[config.mk]
export PLATFORM = sky130hd
export DESIGN_NAME = if_layer_sequencer
export DESIGN_NICKNAME = d
export VERILOG_FILES = /design/src/rtl/snn_pkg.sv /design/src/rtl/if_layer_sequencer_pipe.sv /design/src/rtl/if_layer_sequencer.sv
export SDC_FILE = /design/constraint.sdc
export NUM_CORES = 1
export LEC_CHECK = 0
export BUFFER_PORTS_ARGS = -buffer_cell sky130_fd_sc_hd__buf_2
export CAP_MARGIN = 20
export CORE_MARGIN = 5
export CORE_UTILIZATION = 43
export DETAILED_ROUTE_END_ITERATION = 10
export GPL_ROUTABILITY_DRIVEN = 0
export PLACE_DENSITY = 0.88
export SYNTH_ARGS = -nofsm -noshare
export SYNTH_HDL_FRONTEND = slang
export SYNTH_HIERARCHICAL = 1
export SYNTH_SLANG_ARGS = --single-unit
[constraint.sdc]
create_clock -name clk -period 1.9 [get_ports clk]
set_input_delay 0.285 -clock clk [delete_from_list [all_inputs] [get_ports clk]]
set_output_delay 0.285 -clock clk [all_outputs]
set_load 0.05 [all_outputs]
[src/rtl/snn_pkg.sv]
// ----------------------------------------------------------------------------
// snn_pkg
// Shared definitions for the IF-neuron layer datapath:
//   - seq_state_t : layer sequencer state encoding
//   - VW / DW     : default membrane-voltage and activation/weight widths
//   - THRESHOLD   : firing threshold, shared with the IF neuron wrapper
// ----------------------------------------------------------------------------
package snn_pkg;

    localparam int VW        = 16;
    localparam int DW        = 8;
    localparam int THRESHOLD = 127;

    typedef enum logic [2:0] {
        IDLE,
        RD_V,
        LOAD,
        ACC,
        FIRE,
        WB,
        DONE
    } seq_state_t;

endpackage

[src/rtl/if_layer_sequencer_pipe.sv]
// ----------------------------------------------------------------------------
// if_input_stream_pipe
// Aligns the activation/weight stream with the synchronous-read memories.
// A slot issued by the sequencer in cycle k is presented to the neuron in
// cycle k+1, when act_rdata/w_rdata carry the addressed data.
//
// Optional build macro: SKIP_ZERO_ACT_EN
//   defined   : slots whose activation reads back as zero are not presented
//               (nrn_input_valid stays low); stream timing is unchanged.
//   undefined : every issued slot is presented.
//
// Ports:
//   clk, rst         clock / synchronous active-high reset
//   issue            a memory read was addressed this cycle
//   act_rdata        activation read data (valid 1 cycle after address)
//   w_rdata          weight read data (valid 1 cycle after address)
//   nrn_input_valid  operand strobe to the neuron
//   nrn_activation   activation operand, holds last presented value
//   nrn_weight       weight operand, holds last presented value
// ----------------------------------------------------------------------------
module if_input_stream_pipe #(
    parameter int DW = snn_pkg::DW
) (
    input  logic          clk,
    input  logic          rst,
    input  logic          issue,
    input  logic [DW-1:0] act_rdata,
    input  logic [DW-1:0] w_rdata,
    output logic          nrn_input_valid,
    output logic [DW-1:0] nrn_activation,
    output logic [DW-1:0] nrn_weight
);
    import snn_pkg::*;

    logic          slot_q, slot_d;
    logic [DW-1:0] act_q, act_d;
    logic [DW-1:0] wgt_q, wgt_d;
    logic          present;

    always_comb begin
        slot_d = issue;
`ifdef SKIP_ZERO_ACT_EN
        present = slot_q && (act_rdata != '0);
`else
        present = slot_q;
`endif
        act_d = act_q;
        wgt_d = wgt_q;
        // Operands pass straight from the memories when presented and are
        // captured so they hold steady on every other cycle.
        if (present) begin
            act_d = act_rdata;
            wgt_d = w_rdata;
        end
    end

    always_ff @(posedge clk) begin
        if (rst) begin
            slot_q <= 1'b0;
            act_q  <= '0;
            wgt_q  <= '0;
        end else begin
            slot_q <= slot_d;
            act_q  <= act_d;
            wgt_q  <= wgt_d;
        end
    end

    assign nrn_input_valid = present;
    assign nrn_activation  = act_d;
    assign nrn_weight      = wgt_d;

endmodule

[src/rtl/if_layer_sequencer.sv]
// ----------------------------------------------------------------------------
// if_layer_sequencer
// Time-multiplexes one IF neuron over N_NEURONS logical neurons. One start
// pulse runs a full layer step; per neuron: read stored voltage (RD_V), load
// it (LOAD), stream N_INPUTS activation/weight pairs (ACC, N_INPUTS+1
// cycles), fire (FIRE), write voltage back and report the spike (WB).
// Per-neuron latency N_INPUTS+5; full pass N_NEURONS*(N_INPUTS+5)+1 cycles
// from start to done.
//
// Optional build macro: SKIP_ZERO_ACT_EN (zero activations not presented,
// handled in if_input_stream_pipe).
//
// Ports:
//   clk, rst                 clock / synchronous active-high reset
//   start, arithm_mode       pass request (IDLE only) / arithmetic select
//   busy, done               pass in progress / end-of-pass pulse
//   act_addr, act_rdata      activation memory (1-cycle read)
//   w_addr, w_rdata          weight memory, address n*N_INPUTS+i
//   vmem_*                   voltage memory read/write
//   nrn_*                    IF neuron control and operands
//   spike_valid/idx/bit      per-neuron spike report
// ----------------------------------------------------------------------------
module if_layer_sequencer #(
    parameter int N_NEURONS = 20,
    parameter int N_INPUTS  = 64,
    parameter int VW        = snn_pkg::VW,
    parameter int DW        = snn_pkg::DW,
    localparam int AW  = (N_INPUTS > 1) ? $clog2(N_INPUTS) : 1,
    localparam int WAW = (N_NEURONS * N_INPUTS > 1) ? $clog2(N_NEURONS * N_INPUTS) : 1,
    localparam int NW  = (N_NEURONS > 1) ? $clog2(N_NEURONS) : 1
) (
    input  logic           clk,
    input  logic           rst,
    input  logic           start,
    input  logic           arithm_mode,
    output logic           busy,
    output logic           done,
    output logic [AW-1:0]  act_addr,
    input  logic [DW-1:0]  act_rdata,
    output logic [WAW-1:0] w_addr,
    input  logic [DW-1:0]  w_rdata,
    output logic [NW-1:0]  vmem_addr,
    input  logic [VW-1:0]  vmem_rdata,
    output logic           vmem_we,
    output logic [VW-1:0]  vmem_wdata,
    output logic           nrn_load_en,
    output logic           nrn_input_valid,
    output logic           nrn_output_en,
    output logic           nrn_arithm,
    output logic [DW-1:0]  nrn_activation,
    output logic [DW-1:0]  nrn_weight,
    output logic [VW-1:0]  nrn_input_mem_vol,
    input  logic [VW-1:0]  nrn_out_mem_vol,
    input  logic           nrn_spike,
    output logic           spike_valid,
    output logic [NW-1:0]  spike_idx,
    output logic           spike_bit
);
    import snn_pkg::*;

    // Slot counter must reach N_INPUTS: the final ACC cycle only drains data.
    localparam int KW = $clog2(N_INPUTS + 1);

    localparam logic [KW-1:0]  K_LAST   = KW'(N_INPUTS);
    localparam logic [NW-1:0]  N_LAST   = NW'(N_NEURONS - 1);
    localparam logic [WAW-1:0] W_STRIDE = WAW'(N_INPUTS);

    seq_state_t    state_q, state_d;
    logic [NW-1:0] n_q, n_d;
    logic [KW-1:0] k_q, k_d;
    logic          arithm_q, arithm_d;
    logic          issue;
    logic          wb_we;
    logic          wb_spike;

    always_comb begin
        state_d  = state_q;
        n_d      = n_q;
        k_d      = k_q;
        arithm_d = arithm_q;

        issue             = 1'b0;
        busy              = 1'b0;
        done              = 1'b0;
        act_addr          = '0;
        w_addr            = '0;
        vmem_addr         = '0;
        vmem_wdata        = '0;
        wb_we             = 1'b0;
        wb_spike          = 1'b0;
        nrn_load_en       = 1'b0;
        nrn_output_en     = 1'b0;
        nrn_input_mem_vol = '0;
        spike_idx         = '0;
        spike_bit         = 1'b0;

        case (state_q)
            IDLE: begin
                if (start) begin
                    arithm_d = arithm_mode;
                    n_d      = '0;
                    k_d      = '0;
                    state_d  = RD_V;
                end
            end
            RD_V: begin
                busy      = 1'b1;
                vmem_addr = n_q;
                state_d   = LOAD;
            end
            LOAD: begin
                busy              = 1'b1;
                nrn_load_en       = 1'b1;
                nrn_input_mem_vol = vmem_rdata;
                k_d               = '0;
                state_d           = ACC;
            end
            ACC: begin
                busy = 1'b1;
                if (k_q != K_LAST) begin
                    issue    = 1'b1;
                    act_addr = AW'(k_q);
                    w_addr   = WAW'(n_q) * W_STRIDE + WAW'(k_q);
                    k_d      = k_q + KW'(1);
                end else begin
                    // Last slot's data is presented by the pipe this cycle.
                    k_d     = '0;
                    state_d = FIRE;
                end
            end
            FIRE: begin
                busy          = 1'b1;
                nrn_output_en = 1'b1;
                state_d       = WB;
            end
            WB: begin
                busy       = 1'b1;
                wb_we      = 1'b1;
                wb_spike   = 1'b1;
                vmem_addr  = n_q;
                vmem_wdata = nrn_out_mem_vol;
                spike_idx  = n_q;
                spike_bit  = nrn_spike;
                if (n_q == N_LAST) begin
                    state_d = DONE;
                end else begin
                    n_d     = n_q + NW'(1);
                    state_d = RD_V;
                end
            end
            DONE: begin
                done    = 1'b1;
                n_d     = '0;
                state_d = IDLE;
            end
            default: begin
                state_d = IDLE;
            end
        endcase
    end

    always_ff @(posedge clk) begin
        if (rst) begin
            state_q  <= IDLE;
            n_q      <= '0;
            k_q      <= '0;
            arithm_q <= 1'b0;
        end else begin
            state_q  <= state_d;
            n_q      <= n_d;
            k_q      <= k_d;
            arithm_q <= arithm_d;
        end
    end

    // A reset landing on a WB cycle must not commit the write or the report.
    assign vmem_we     = wb_we & ~rst;
    assign spike_valid = wb_spike & ~rst;
    assign nrn_arithm  = arithm_q;

    if_input_stream_pipe #(
        .DW (DW)
    ) u_stream (
        .clk             (clk),
        .rst             (rst),
        .issue           (issue),
        .act_rdata       (act_rdata),
        .w_rdata         (w_rdata),
        .nrn_input_valid (nrn_input_valid),
        .nrn_activation  (nrn_activation),
        .nrn_weight      (nrn_weight)
    );

endmodule

==> metrics.csv <==
metric,value,unit
fp-row-count,25,
wl_per_cell,15.4,microns
synth_seq_cells,33,
crit_buf_inv,2,
yosysSeqAreaShare,31.2,%
cap_viol_max_count,0,
cts_tree,built,
slowest_stage,dfxtp_2,
finalClockSkew,0.00623,ns
design_area,3430,sq um
period_minus_slack,1.84,ns
nets,433,
path_delay_family,simple AND/OR/NAND/NOR gates,
cts_root_buf,clkbuf_8,
slew_headroom,69.9,%
grtUsageTotal,18.4,%
grt_setup_unrepaired,true,
synth_ff_type,dfxtp_1,
synth_compound_area_share,6.91,%
overflow,0,
antenna_cells,0,
synth_cell_types,44,
postRouteAntennaNets,0,
status,finished clean,
synthArstFlopShare,0,%
clkSinkCount,33,
cp-end-kind,primary output,
drive_gt1_share,60.1,%
first_iter_violations,100,
layout.cells.non_filler,443,
avgSynthCellArea,9.14,sq um
r2r_cells,6,
final_common_cell,buf_2,
path_depth,6,
die_x,80.2,microns
grt_pass1_vias,1982,
dp_hpwl,4660,microns
worstHoldPathCells,3,
start_util,44.6,%
ys_warn_count,6,
synth-edff-count,0,
dp.cells,426,
clk_pin_slew,0.07,ns
worst-path-max-fanout,6,
cpPeakStageDelay,0.34,ns
start_kind,flop,
crit_type,flop to primary output,
synth_fp_nets,290,
fp.coreArea,4750,sq um
multi_input_area,1410,sq um
cts_max_level,2,
die_y,80.2,microns
grt_pass1_wl,9220,microns
powerDensity,504,nW/um^2
regArea,679,sq um
syn_inst,232,
netlist_area,2120,sq um
io_buffers,136,
placed_area,2850,sq um
routed_wl,6820,microns
synth-xor-area-share,4.13,%
synthToLayoutAreaGrowth,62.0,%
cts_max_path_buffers,2,
worstPathRequired,1.62,ns
finalPower,1.73,mW
cts_buffers,5,
timing.final.crit_share,97.0,%
tightest_slew,0.448,ns
leakage,1.68,nW
nFillCells,359,
synth_fa_ha_area_share,2.95,%
fmax,542,MHz
cp.arrival,1.56,ns
ios,137,
final_max_slew_viol_count,0,
via_count,2179,
clock_latency,0.29,ns
viasPerCell,4.92,
drc_errors,0,
yosys.area_share.simple,36.2,%
grt_max_degree,26,
synth.mux.area_fraction,11.3,%
drt_first_pass_iters,4,
dieArea,6430,sq um
fin_tns_setup,0,ns
layout_common_cells,"87 x buf_2, 42 x buf_6, 35 x and2_1",
antenna_found_initial,0,
hold_viol,0,
crit_chain,inv_1 > ha_1 > nand3_2 > nand3_4 > nor2_2 > clkbuf_4,
ir_drop,0.469,mV
ctsHoldBuffers,0,
setup_viol,0,
synth_top_family_by_area,simple AND/OR/NAND/NOR gates,
hp-class,input port to flop,
==> per-stage QoR <==
step | hold slack, ns | utilization [%] | setup slack (ns)
2_1_floorplan | 0.349 | - | -0.0310
3_3_place_gp | 0.444 | 59.9 | 0.178
5_1_grt | 0.270 | 72.2 | -0.00281
3_5_place_dp | 0.456 | 59.9 | 0.118
6_report | 0.249 | 72.2 | 0.0564
4_1_cts | 0.242 | 65.6 | 0.000642
==> what timing repair did <==
item	in CTS	in global routing
cloned	0	4
endpoints found under the setup margin	47	71
setup buffers	3	2
pin swaps	4	6
resized for setup	57	91
==> metal layers <==
metal  up-vias  wire [microns]  part of all wire (%)  GRT usage (%)
met5         -               0                     0              0
met4         0             173                   2.5           6.42
met3        16             452                   6.6           6.39
met2        89            3700                    54           32.0
met1      1019            2500                    37           20.7
li1       1055               -                     -              -
==> flip-flops by register name, indices dropped and copies added, names as in the netlist <==
name	cells
k_q	7
n_q	5
u_stream/wgt_q	8
u_stream/act_q	8
u_stream/nrn_input_valid	1
nrn_arithm	1
state_q	3
==> where the power goes <==
| group | switching (mW) | leakage, nW | internal [mW] |
|---|---|---|---|
| clock network | 0.263 | 0.0450 | 0.254 |
| registers | 0.0138 | 0.273 | 0.709 |
| logic | 0.292 | 1.36 | 0.199 |
| total | 0.569 | 1.68 | 1.16 |
==> cell usage after synthesis, drive strengths merged, types with 2 or more instances <==
master / instances / area, sq um
and3: 4 / 25.0
a21oi: 6 / 30.0
nor3: 4 / 20.0
xor2: 7 / 61.3
clkbuf: 4 / 15.0
nor4: 2 / 12.5
ha: 5 / 62.6
and2: 47 / 294
xnor2: 3 / 26.3
and4b: 3 / 30.0
dfxtp: 33 / 661
nand2: 5 / 18.8
o21ai: 6 / 30.0
a21o: 2 / 15.0
buf: 17 / 126
nand3: 7 / 40.0
inv: 4 / 15.0
o2111ai: 2 / 17.5
nor2b: 22 / 168
mux2: 17 / 229
nand3b: 2 / 15.0
nor2: 16 / 60.1
==> worst min-delay path, stage by stage <==
cell and delay [ns]:
buf_2 0.10, nand3_1 0.06, a21oi_1 0.06
==> final timing paths <==
kind	end	slack, ns	startpoint
worst max-delay path	act_addr[0]	0.06	k_q[0]
worst min-delay path	nrn_arithm	0.25	arithm_mode
worst max register to register	n_q[0]	0.15	n_q[0]
worst min register to register	nrn_arithm	0.47	nrn_arithm
==> cells by family (layout without fill, tap and decap cells) <==
kind of cell,Yosys count,after routing
AO/OA/AOI/OAI,21,21
AND/OR/NAND/NOR,120,120
XOR/XNOR,10,10
buffers and inverters,25,169
flip-flops,33,33
multiplexers,18,18
adder cells (fa/ha/maj),5,5
==> area by class of cell <==
class	instances	area share [%]
Multi-Input combinational cell	174	41.0
Clock inverter	2	0.292
Clock buffer	6	2.11
Tap cell	67	2.44
Sequential cell	33	19.8
Timing Repair Buffer	157	33.8
Inverter	4	0.510
Power figures use the tool's default switching activity.
